==> src/rtl/attenuator_spi_scheduler.sv <==
// attenuator_spi_scheduler: round-robin arbiter that feeds one SPI serializer
// from NUM_CH attenuator-control requesters. Each grant loads one command word,
// waits for the serializer's end-of-frame pulse (or a timeout), acknowledges
// the requester, then holds off for an inter-frame gap.
module attenuator_spi_scheduler #(
  parameter int NUM_CH         = 4,
  parameter int Register_Width = 32,
  parameter int LD_CYCLES      = 2,
  parameter int GAP_CYCLES     = 16,
  parameter int TIMEOUT_CYCLES = 2048
) (
  input  logic                             clk,
  input  logic                             rst_n,
  input  logic [NUM_CH-1:0]                req,
  input  logic [NUM_CH*Register_Width-1:0] req_data,
  output logic [NUM_CH-1:0]                ack,
  output logic                             err_timeout,
  output logic [Register_Width-1:0]        ser_data,
  output logic                             ser_ld,
  input  logic                             ser_cs,
  output logic                             busy,
  output logic [$clog2(NUM_CH)-1:0]        cur_ch
);

  localparam int CH_W    = $clog2(NUM_CH);
  localparam int MAX_TG  = (TIMEOUT_CYCLES > GAP_CYCLES) ? TIMEOUT_CYCLES : GAP_CYCLES;
  localparam int CNT_MAX = (MAX_TG > LD_CYCLES) ? MAX_TG : LD_CYCLES;
  localparam int CNT_W   = $clog2(CNT_MAX + 1);

  // Terminal counts; the gap terminal is unused when GAP_CYCLES is 0.
  localparam logic [CNT_W-1:0] LD_LAST  = CNT_W'(LD_CYCLES - 1);
  localparam logic [CNT_W-1:0] TO_LAST  = CNT_W'(TIMEOUT_CYCLES - 1);
  localparam logic [CNT_W-1:0] GAP_LAST = CNT_W'((GAP_CYCLES > 0) ? GAP_CYCLES - 1 : 0);
  localparam logic [CH_W-1:0]  LAST_CH  = CH_W'(NUM_CH - 1);

  typedef enum logic [2:0] {
    S_INIT,
    S_IDLE,
    S_LOAD,
    S_WAIT,
    S_GAP
  } state_t;

  state_t                    state_reg, state_next;
  logic [CNT_W-1:0]          cnt_reg, cnt_next;
  logic [NUM_CH-1:0]         ack_reg, ack_next;
  logic                      err_reg, err_next;
  logic [Register_Width-1:0] data_reg, data_next;
  logic [CH_W-1:0]           ch_reg, ch_next;
  logic [CH_W-1:0]           rr_reg, rr_next;

  logic [Register_Width-1:0] words [NUM_CH];
  logic                      pick_valid;
  logic [CH_W-1:0]           pick_ch;

  for (genvar gi = 0; gi < NUM_CH; gi++) begin : g_unpack
    assign words[gi] = req_data[gi*Register_Width +: Register_Width];
  end

  // Round-robin pick: first set request at or above the pointer, wrapping.
  // Walking the offsets downward lets the smallest offset win.
  always_comb begin
    pick_valid = 1'b0;
    pick_ch    = '0;
    for (int i = NUM_CH - 1; i >= 0; i--) begin
      if (req[(int'(rr_reg) + i) % NUM_CH]) begin
        pick_valid = 1'b1;
        pick_ch    = CH_W'((int'(rr_reg) + i) % NUM_CH);
      end
    end
  end

  // Next-state logic: sequencing, counter, grant capture and ack generation.
  always_comb begin
    state_next = state_reg;
    cnt_next   = cnt_reg;
    ack_next   = '0;
    err_next   = 1'b0;
    data_next  = data_reg;
    ch_next    = ch_reg;
    rr_next    = rr_reg;
    case (state_reg)
      // Drain whatever frame the serializer may still be sending after our reset.
      S_INIT: begin
        if (ser_cs || cnt_reg == TO_LAST) begin
          state_next = S_IDLE;
          cnt_next   = '0;
        end else begin
          cnt_next = cnt_reg + CNT_W'(1);
        end
      end
      S_IDLE: begin
        if (pick_valid) begin
          state_next = S_LOAD;
          cnt_next   = '0;
          data_next  = words[pick_ch];
          ch_next    = pick_ch;
          rr_next    = (pick_ch == LAST_CH) ? '0 : pick_ch + CH_W'(1);
        end
      end
      S_LOAD: begin
        if (cnt_reg == LD_LAST) begin
          state_next = S_WAIT;
          cnt_next   = '0;
        end else begin
          cnt_next = cnt_reg + CNT_W'(1);
        end
      end
      // A completion pulse on the terminal cycle still counts as success.
      S_WAIT: begin
        if (ser_cs || cnt_reg == TO_LAST) begin
          ack_next[ch_reg] = 1'b1;
          err_next         = !ser_cs;
          cnt_next         = '0;
          state_next       = (GAP_CYCLES == 0) ? S_IDLE : S_GAP;
        end else begin
          cnt_next = cnt_reg + CNT_W'(1);
        end
      end
      // The ack cycle is the first gap cycle.
      S_GAP: begin
        if (cnt_reg == GAP_LAST) begin
          state_next = S_IDLE;
          cnt_next   = '0;
        end else begin
          cnt_next = cnt_reg + CNT_W'(1);
        end
      end
      default: begin
        state_next = S_INIT;
        cnt_next   = '0;
      end
    endcase
  end

  // State and datapath registers with synchronous active-low reset.
  always_ff @(posedge clk) begin
    if (!rst_n) begin
      state_reg <= S_INIT;
      cnt_reg   <= '0;
      ack_reg   <= '0;
      err_reg   <= 1'b0;
      data_reg  <= '0;
      ch_reg    <= '0;
      rr_reg    <= '0;
    end else begin
      state_reg <= state_next;
      cnt_reg   <= cnt_next;
      ack_reg   <= ack_next;
      err_reg   <= err_next;
      data_reg  <= data_next;
      ch_reg    <= ch_next;
      rr_reg    <= rr_next;
    end
  end

  assign ack         = ack_reg;
  assign err_timeout = err_reg;
  assign ser_data    = data_reg;
  assign ser_ld      = (state_reg == S_LOAD);
  assign busy        = (state_reg != S_IDLE);
  assign cur_ch      = ch_reg;

endmodule

==> config.mk <==
export PLATFORM = sky130hd
export DESIGN_NAME = attenuator_spi_scheduler
export DESIGN_NICKNAME = d
export VERILOG_FILES = /design/src/rtl/attenuator_spi_scheduler.sv
export SDC_FILE = /design/constraint.sdc
export NUM_CORES = 1
export LEC_CHECK = 0
export BUFFER_PORTS_ARGS = -buffer_cell sky130_fd_sc_hd__buf_4
export CORE_MARGIN = 8
export CORE_UTILIZATION = 50
export DETAILED_ROUTE_END_ITERATION = 6
export HOLD_SLACK_MARGIN = 0.1
export PLACE_DENSITY = 0.86
export SLEW_MARGIN = 30
export SYNTH_ARGS = -nofsm -noshare
export SYNTH_HDL_FRONTEND = slang
export SYNTH_SLANG_ARGS = --single-unit
==> constraint.sdc <==
create_clock -name clk -period 4 [get_ports clk]
set_clock_uncertainty 0.1 [all_clocks]
set_input_delay 0.6 -clock clk [delete_from_list [all_inputs] [get_ports clk]]
set_output_delay 0.6 -clock clk [all_outputs]
set_load 0.02 [all_outputs]
==> results.yml, run 1 <==
sta:
  final_max_slew_viol_count: 0
  grt_setup_unrepaired: "false"
  worst_hold_slack_ns: 0.347
  fin_crit_sh_pct: 65.3
  fmax_mhz: 383
  maxSlewHeadroom_pct: 37.1
  worstMarginPinSlew_ns: 0.943
  setup_violations: 0
  hold_viol: 0
  tns_ns: 0
  layout_min_cycle_time_ns: 2.61
synth:
  ys.flop_type: "dfxtp_1"
  synthArstFlopShare_pct: 0
  synthesis.area_sq_um: 3560
  syn_avg_cell_area_sq_um: 8.75
  ys_seq_area_share_pct: 31.5
  syn-num-nets: 544
  synth_cell_type_count: 47
  synthCells: 407
  synth_edf_count: 0
  synth_warnings: 0
  ys_top_cells_by_area: "dfxtp_1 31%, mux2_2 10%, a221o_1 9.0%"
  ys_seq_elements: 56
  synth_top_area_share_pct: 31.5
  yosysTopAreaCell: "dfxtp_1"
power:
  power_mw: 2.48
  power.internal_mw: 1.46
  p_per_area_nw_per_um2: 494
  p_leak_nw: 2.30
  swShare_pct: 41.0
  p_clk_share_pct: 13.6
  p_comb_share_pct: 53.4
  switchingPower_mw: 1.01
  ir_worst_vdd_mv: 0.225
  p_seq_share_pct: 33.0
clocking:
  cts_made_buffers: 5
  cts.sinks: 56
  cts-hold-fix-buffers: 0
  cts_setup_buffers: 0
  clkTransAtPathRegs_ns: 0.10
  ctsResizeCount: 0
  insertion_delay_ns: 0.31
  root_buffer: "clkbuf_8"
  htreeDepth: 2
  cts_tree: "built"
  cts.path.max_buffers: 2
die:
  ioPinCount: 176
  start_util_pct: 52.1
  chipWidth_microns: 100
  dieArea_sq_um: 10100
  rows: 30
  core-area_sq_um: 6830
  die_h_microns: 100
layout:
  drive_gt1_share_pct: 42.5
  final_cell_count_no_fill: 653
  final_core_util_pct: 73.4
  fillers: 557
  largest_register_ffs: 32
  num_antenna_cells: 0
  area_growth_pct: 40.7
  fin_nets: 694
routing:
  dr_total_vias: 3862
  ant_nets: 0
  drc_errors: 0
  wl_per_cell_microns: 19.4
  drt-initial-drc-count: 177
  dr.pass1.iters: 4
  routed_wl_microns: 12700
  viasPerCell: 5.91
grt:
  grt_first_pass_wirelength_microns: 19700
  grt.overflow.total: 0
  grt_use_total_pct: 24.0
  grt_pass1_vias: 3964
  antenna_found_initial: 0
  grt_max_degree: 66
worst_setup_path:
  crit_chain: "a21oi_1, or3b_2, nand3_2, mux2_2, a221o_1"
  cp.depth: 5
  max_stage_delay_ns: 0.68
  ff2ff_path_depth: 5
  path_buf_inv: 0
  crit_family: "simple AND/OR/NAND/NOR gates"
  rrSetupSlack_ns: 1.39
  cp_slowest_cell: "nand3_2"
  r2r-end: "ser_data[1]$_SDFFE_PN0P_"
  cp-end-kind: "flop"
  endpoint: "ser_data[1]$_SDFFE_PN0P_"
  worstSetupPathType: "reg -> reg"
  cp-start-kind: "flop"
  worstReg2RegStart: "rr_reg[1]$_SDFFE_PN0P_"
  worstPathRequired_ns: 4.10
  cp-startpoint: "rr_reg[1]$_SDFFE_PN0P_"
  arrival_ns: 2.71
  critPathMaxFanout: 33
flow_run:
  max_cap_violations: 0
hold_path:
  hp-class: "in -> reg"
placement:
  port_buffers: 175
  gp_congestion: 0.853
  dp_hpwl_microns: 9280
  dp.cells: 646
outcome:
  status: "complete, no violations"
==> cell families after synthesis <==
kind of cell	Yosys count	share of synthesized area (%)
muxes	34	10.7
AOI/OAI and AO/OA	131	28.5
adders and majority gates	2	0.702
and+or+nand+nor	101	18.6
DFF	56	31.5
xor gates and xnor gates	7	1.72
buffers and inverters	76	8.29
==> metrics by stage <==
stage	instance area [sq um]	setup WS, ns
floorplan	3560	1.53
global placement	4920	1.13
detailed placement	4920	1.05
CTS	5010	1.39
global route	5010	1.31
finish	5010	1.39
==> power groups by stage <==
stage               Clock (mW)  Combinational (mW)  Sequential (mW)
floorplan                    0               0.727            0.939
global placement             0                1.29            0.820
detailed placement           0                1.32            0.822
CTS                      0.347                1.33            0.814
global route             0.365                1.42            0.835
finish                   0.337                1.32            0.817
==> cells in the mapped netlist (6+ instances only) <==
master and n:
dfxtp_1 56, inv_1 37, o21a_1 35, a31oi_1 33, and4_1 33, a221o_1 32
clkbuf_1 32, mux2_2 32, nor2_1 17, a21oi_1 11, nand2_1 11, o21ai_0 7
xor2_1 7, nand3_1 6, nor3_1 6
==> worst reg2reg max path: cells and delay by family (launching register included) <==
family | cells | cell delay (ns)
flops | 1 | 0.40
mux | 1 | 0.45
simple gates | 2 | 1.15
compound gates | 2 | 0.40
==> metal layers <==
layer / routed length (microns) / GRT usage [%] / up-vias
met5: 0 / 0 / -
met4: 488 / 11.2 / 0
met3: 1060 / 7.27 / 26
met2: 6370 / 42.2 / 177
met1: 4750 / 25.5 / 1822
li1: - / - / 1837
==> cell type report <==
type,instances,area [sq um],share of cell area [%]
multi-input cells,275,2170,43.4
repair buffers,181,1360,27.1
flip-flops and latches,56,1120,22.4
inverters,38,143,2.85
well taps,96,120,2.40
clock buffers,7,96.3,1.92
==> cell usage in the layout (no fill, tap or decap), drive strengths merged, types with 7 or more instances in the layout <==
cell type  instances
dfxtp             56
nand2             11
a21oi             11
buf              181
a31oi             33
o21a              35
and4              33
nor2              18
xor2               7
o21ai              9
a221o             32
clkbuf             7
inv               37
mux2              32
==> worst min-delay path by stage <==
stage | startpoint | to | slack (ns) | cells after the start
2_1_floorplan | cnt_reg[2]$_SDFFE_PN0P_ | cnt_reg[2]$_SDFFE_PN0P_ | 0.38 | 2
3_3_place_gp | ser_data[16]$_SDFFE_PN0P_ | ser_data[16]$_SDFFE_PN0P_ | 0.37 | 1
3_5_place_dp | ser_data[13]$_SDFFE_PN0P_ | ser_data[13]$_SDFFE_PN0P_ | 0.37 | 1
4_1_cts | ser_cs | err_timeout$_SDFF_PN0_ | 0.34 | 2
5_1_grt | ser_cs | err_timeout$_SDFF_PN0_ | 0.35 | 2
6_report | ser_cs | err_timeout$_SDFF_PN0_ | 0.35 | 2
Note: power is estimated with default switching activity, not from simulation.
==> run 2: changes to the inputs <==
- CORE_UTILIZATION: 50 -> 47
- PLACE_DENSITY: 0.86 -> 0.82
- clock period: 4 -> 2.75 ns (I/O delays scaled with it)
==> run 2 against run 1 <==
Effect of this change: clock power increased by 60%; global-route usage decreased by 2.0 points; final cell count increased by 1.4%; first-iteration DRC count decreased by 27%; setup slack got worse by 1.1 ns; combinational power increased by 49%; count of clock-buffer cells in the layout decreased by 1; power increased by 49%; non-clock buffer count increased by 5; maximum frequency increased by 6.5%; highest routed layer unchanged.
==> results.yml, run 2 (synthesis results as in run 1) <==
outcome:
  status: "complete, no violations"
power:
  p_comb_share_pct: 53.3
  p_seq_share_pct: 32.1
  p_per_area_nw_per_um2: 725
  power_mw: 3.69
  p_leak_nw: 2.33
  power.internal_mw: 2.20
  p_clk_share_pct: 14.6
  switchingPower_mw: 1.49
  ir_worst_vdd_mv: 0.352
  swShare_pct: 40.3
sta:
  worst_hold_slack_ns: 0.160
  hold_viol: 0
  maxSlewHeadroom_pct: 59.9
  tns_ns: 0
  setup_violations: 0
  final_max_slew_viol_count: 0
  fmax_mhz: 408
  fin_crit_sh_pct: 89.2
  grt_setup_unrepaired: "false"
  layout_min_cycle_time_ns: 2.45
  worstMarginPinSlew_ns: 0.601
clocking:
  cts-hold-fix-buffers: 0
  cts.path.max_buffers: 2
  ctsResizeCount: 0
  cts_made_buffers: 5
  insertion_delay_ns: 0.31
  clkTransAtPathRegs_ns: 0.10
  cts_setup_buffers: 0
  root_buffer: "clkbuf_8"
  cts.sinks: 56
  htreeDepth: 2
  cts_tree: "built"
layout:
  drive_gt1_share_pct: 43.0
  area_growth_pct: 42.9
  layout_common_cells: "184 x buf_4, 56 x dfxtp_1, 37 x inv_1, 35 x o21a_1"
  final_core_util_pct: 69.8
  largest_register_ffs: 32
  num_antenna_cells: 0
  final_common_cell: "buf_4"
  fin_nets: 699
worst_setup_path:
  worstReg2RegStart: "cnt_reg[6]$_SDFFE_PN0P_"
  crit_chain: "or4_4, o311a_4, a211oi_4, nand4_2, nor3b_2"
  cp-startpoint: "cnt_reg[6]$_SDFFE_PN0P_"
  arrival_ns: 2.59
  r2r-end: "ack[1]$_SDFF_PN0_"
  crit_family: "simple AND/OR/NAND/NOR gates"
  worstSetupPathType: "reg -> reg"
  critPathMaxFanout: 11
  cp-start-kind: "flop"
  max_stage_delay_ns: 0.56
  worstPathRequired_ns: 2.89
  endpoint: "ack[1]$_SDFF_PN0_"
  cp_slowest_cell: "or4_4"
  cp-end-kind: "flop"
  rrSetupSlack_ns: 0.30
  path_buf_inv: 0
  cp.depth: 5
  ff2ff_path_depth: 5
routing:
  wl_met3_microns: 1050
  dr.pass1.iters: 4
  wl_per_cell_microns: 18.4
  ant_nets: 0
  dr_wl_met2_microns: 6160
  routed_wl_microns: 12200
  routed.top_layer: "met4"
  dr_total_vias: 3828
  drc_errors: 0
  drt-initial-drc-count: 129
  routedLengthMet1_microns: 4690
  viasPerCell: 5.78
grt:
  antenna_found_initial: 0
  grt.overflow.total: 0
  grt_first_pass_wirelength_microns: 18500
  grt_pass1_vias: 3816
  grt_max_degree: 66
  grt_use_total_pct: 22.0
hold_path:
  hp-class: "in -> reg"
die:
  rows: 31
  dieArea_sq_um: 10600
  start_util_pct: 48.9
  chipWidth_microns: 103
  core-area_sq_um: 7290
  ioPinCount: 176
  die_h_microns: 103
placement:
  dp_hpwl_microns: 9100
  gp_congestion: 0.853
  port_buffers: 175
flow_run:
  max_cap_violations: 0
## run 2: changes by cell type in the layout (fill, tap and decap cells not counted)
cell	change
buf_12	+2
clkinv_2	+1
clkbuf_8	-2
clkbuf_1	+1
bufinv_16	+1
buf_4	+3
## run 2: worst min path at each step
stage | from | to | slack, ns | cells past startpoint
3_3_place_gp | ser_data[28]$_SDFFE_PN0P_ | ser_data[28]$_SDFFE_PN0P_ | 0.37 | 1
5_1_grt | ser_cs | err_timeout$_SDFF_PN0_ | 0.16 | 2
4_1_cts | ser_cs | err_timeout$_SDFF_PN0_ | 0.15 | 2
2_1_floorplan | cnt_reg[2]$_SDFFE_PN0P_ | cnt_reg[2]$_SDFFE_PN0P_ | 0.38 | 2
6_report | ser_cs | err_timeout$_SDFF_PN0_ | 0.16 | 2
3_5_place_dp | ser_data[19]$_SDFFE_PN0P_ | ser_data[19]$_SDFFE_PN0P_ | 0.37 | 1
## run 2: routing by layer
metal / vias to the layer above / global-route usage (%)
met2: 156 / 38.2
met4: 0 / 8.45
met5: - / 0
met3: 22 / 6.28
li1: 1855 / -
met1: 1795 / 24.8
## run 2: final cells by class
type                    count  area (sq um)
fillers                   621          2200
multi-input cells         275          2170
repair buffers            186          1420
flip-flops and latches     56          1120
inverters                  38           143
well taps                  99           124
clock buffers               6          72.6
clock inverters             2          35.0
## run 2: power by group through the flow
stage / combinational [mW] / sequential, mW / clock (mW)
after global placement: 1.93 / 1.19 / 0
after floorplan: 1.06 / 1.37 / 0
final: 1.97 / 1.19 / 0.538
after CTS: 1.98 / 1.18 / 0.550
after global routing: 2.12 / 1.22 / 0.582
after detailed placement: 1.97 / 1.20 / 0
## run 2: stage by stage
step,setup slack [ns],instances,area (sq um)
after floorplan,0.471,407,3560
after global placement,0.384,654,4980
after detailed placement,0.349,654,4980
after CTS,0.312,662,5090
after global routing,0.181,662,5090
final,0.298,662,5090
## run 2: worst reg2reg max path, stage by stage (launching register included)
cell,delay (ns)
dfxtp_1,0.37
or4_4,0.56
o311a_4,0.41
a211oi_4,0.49
nand4_2,0.24
nor3b_2,0.21
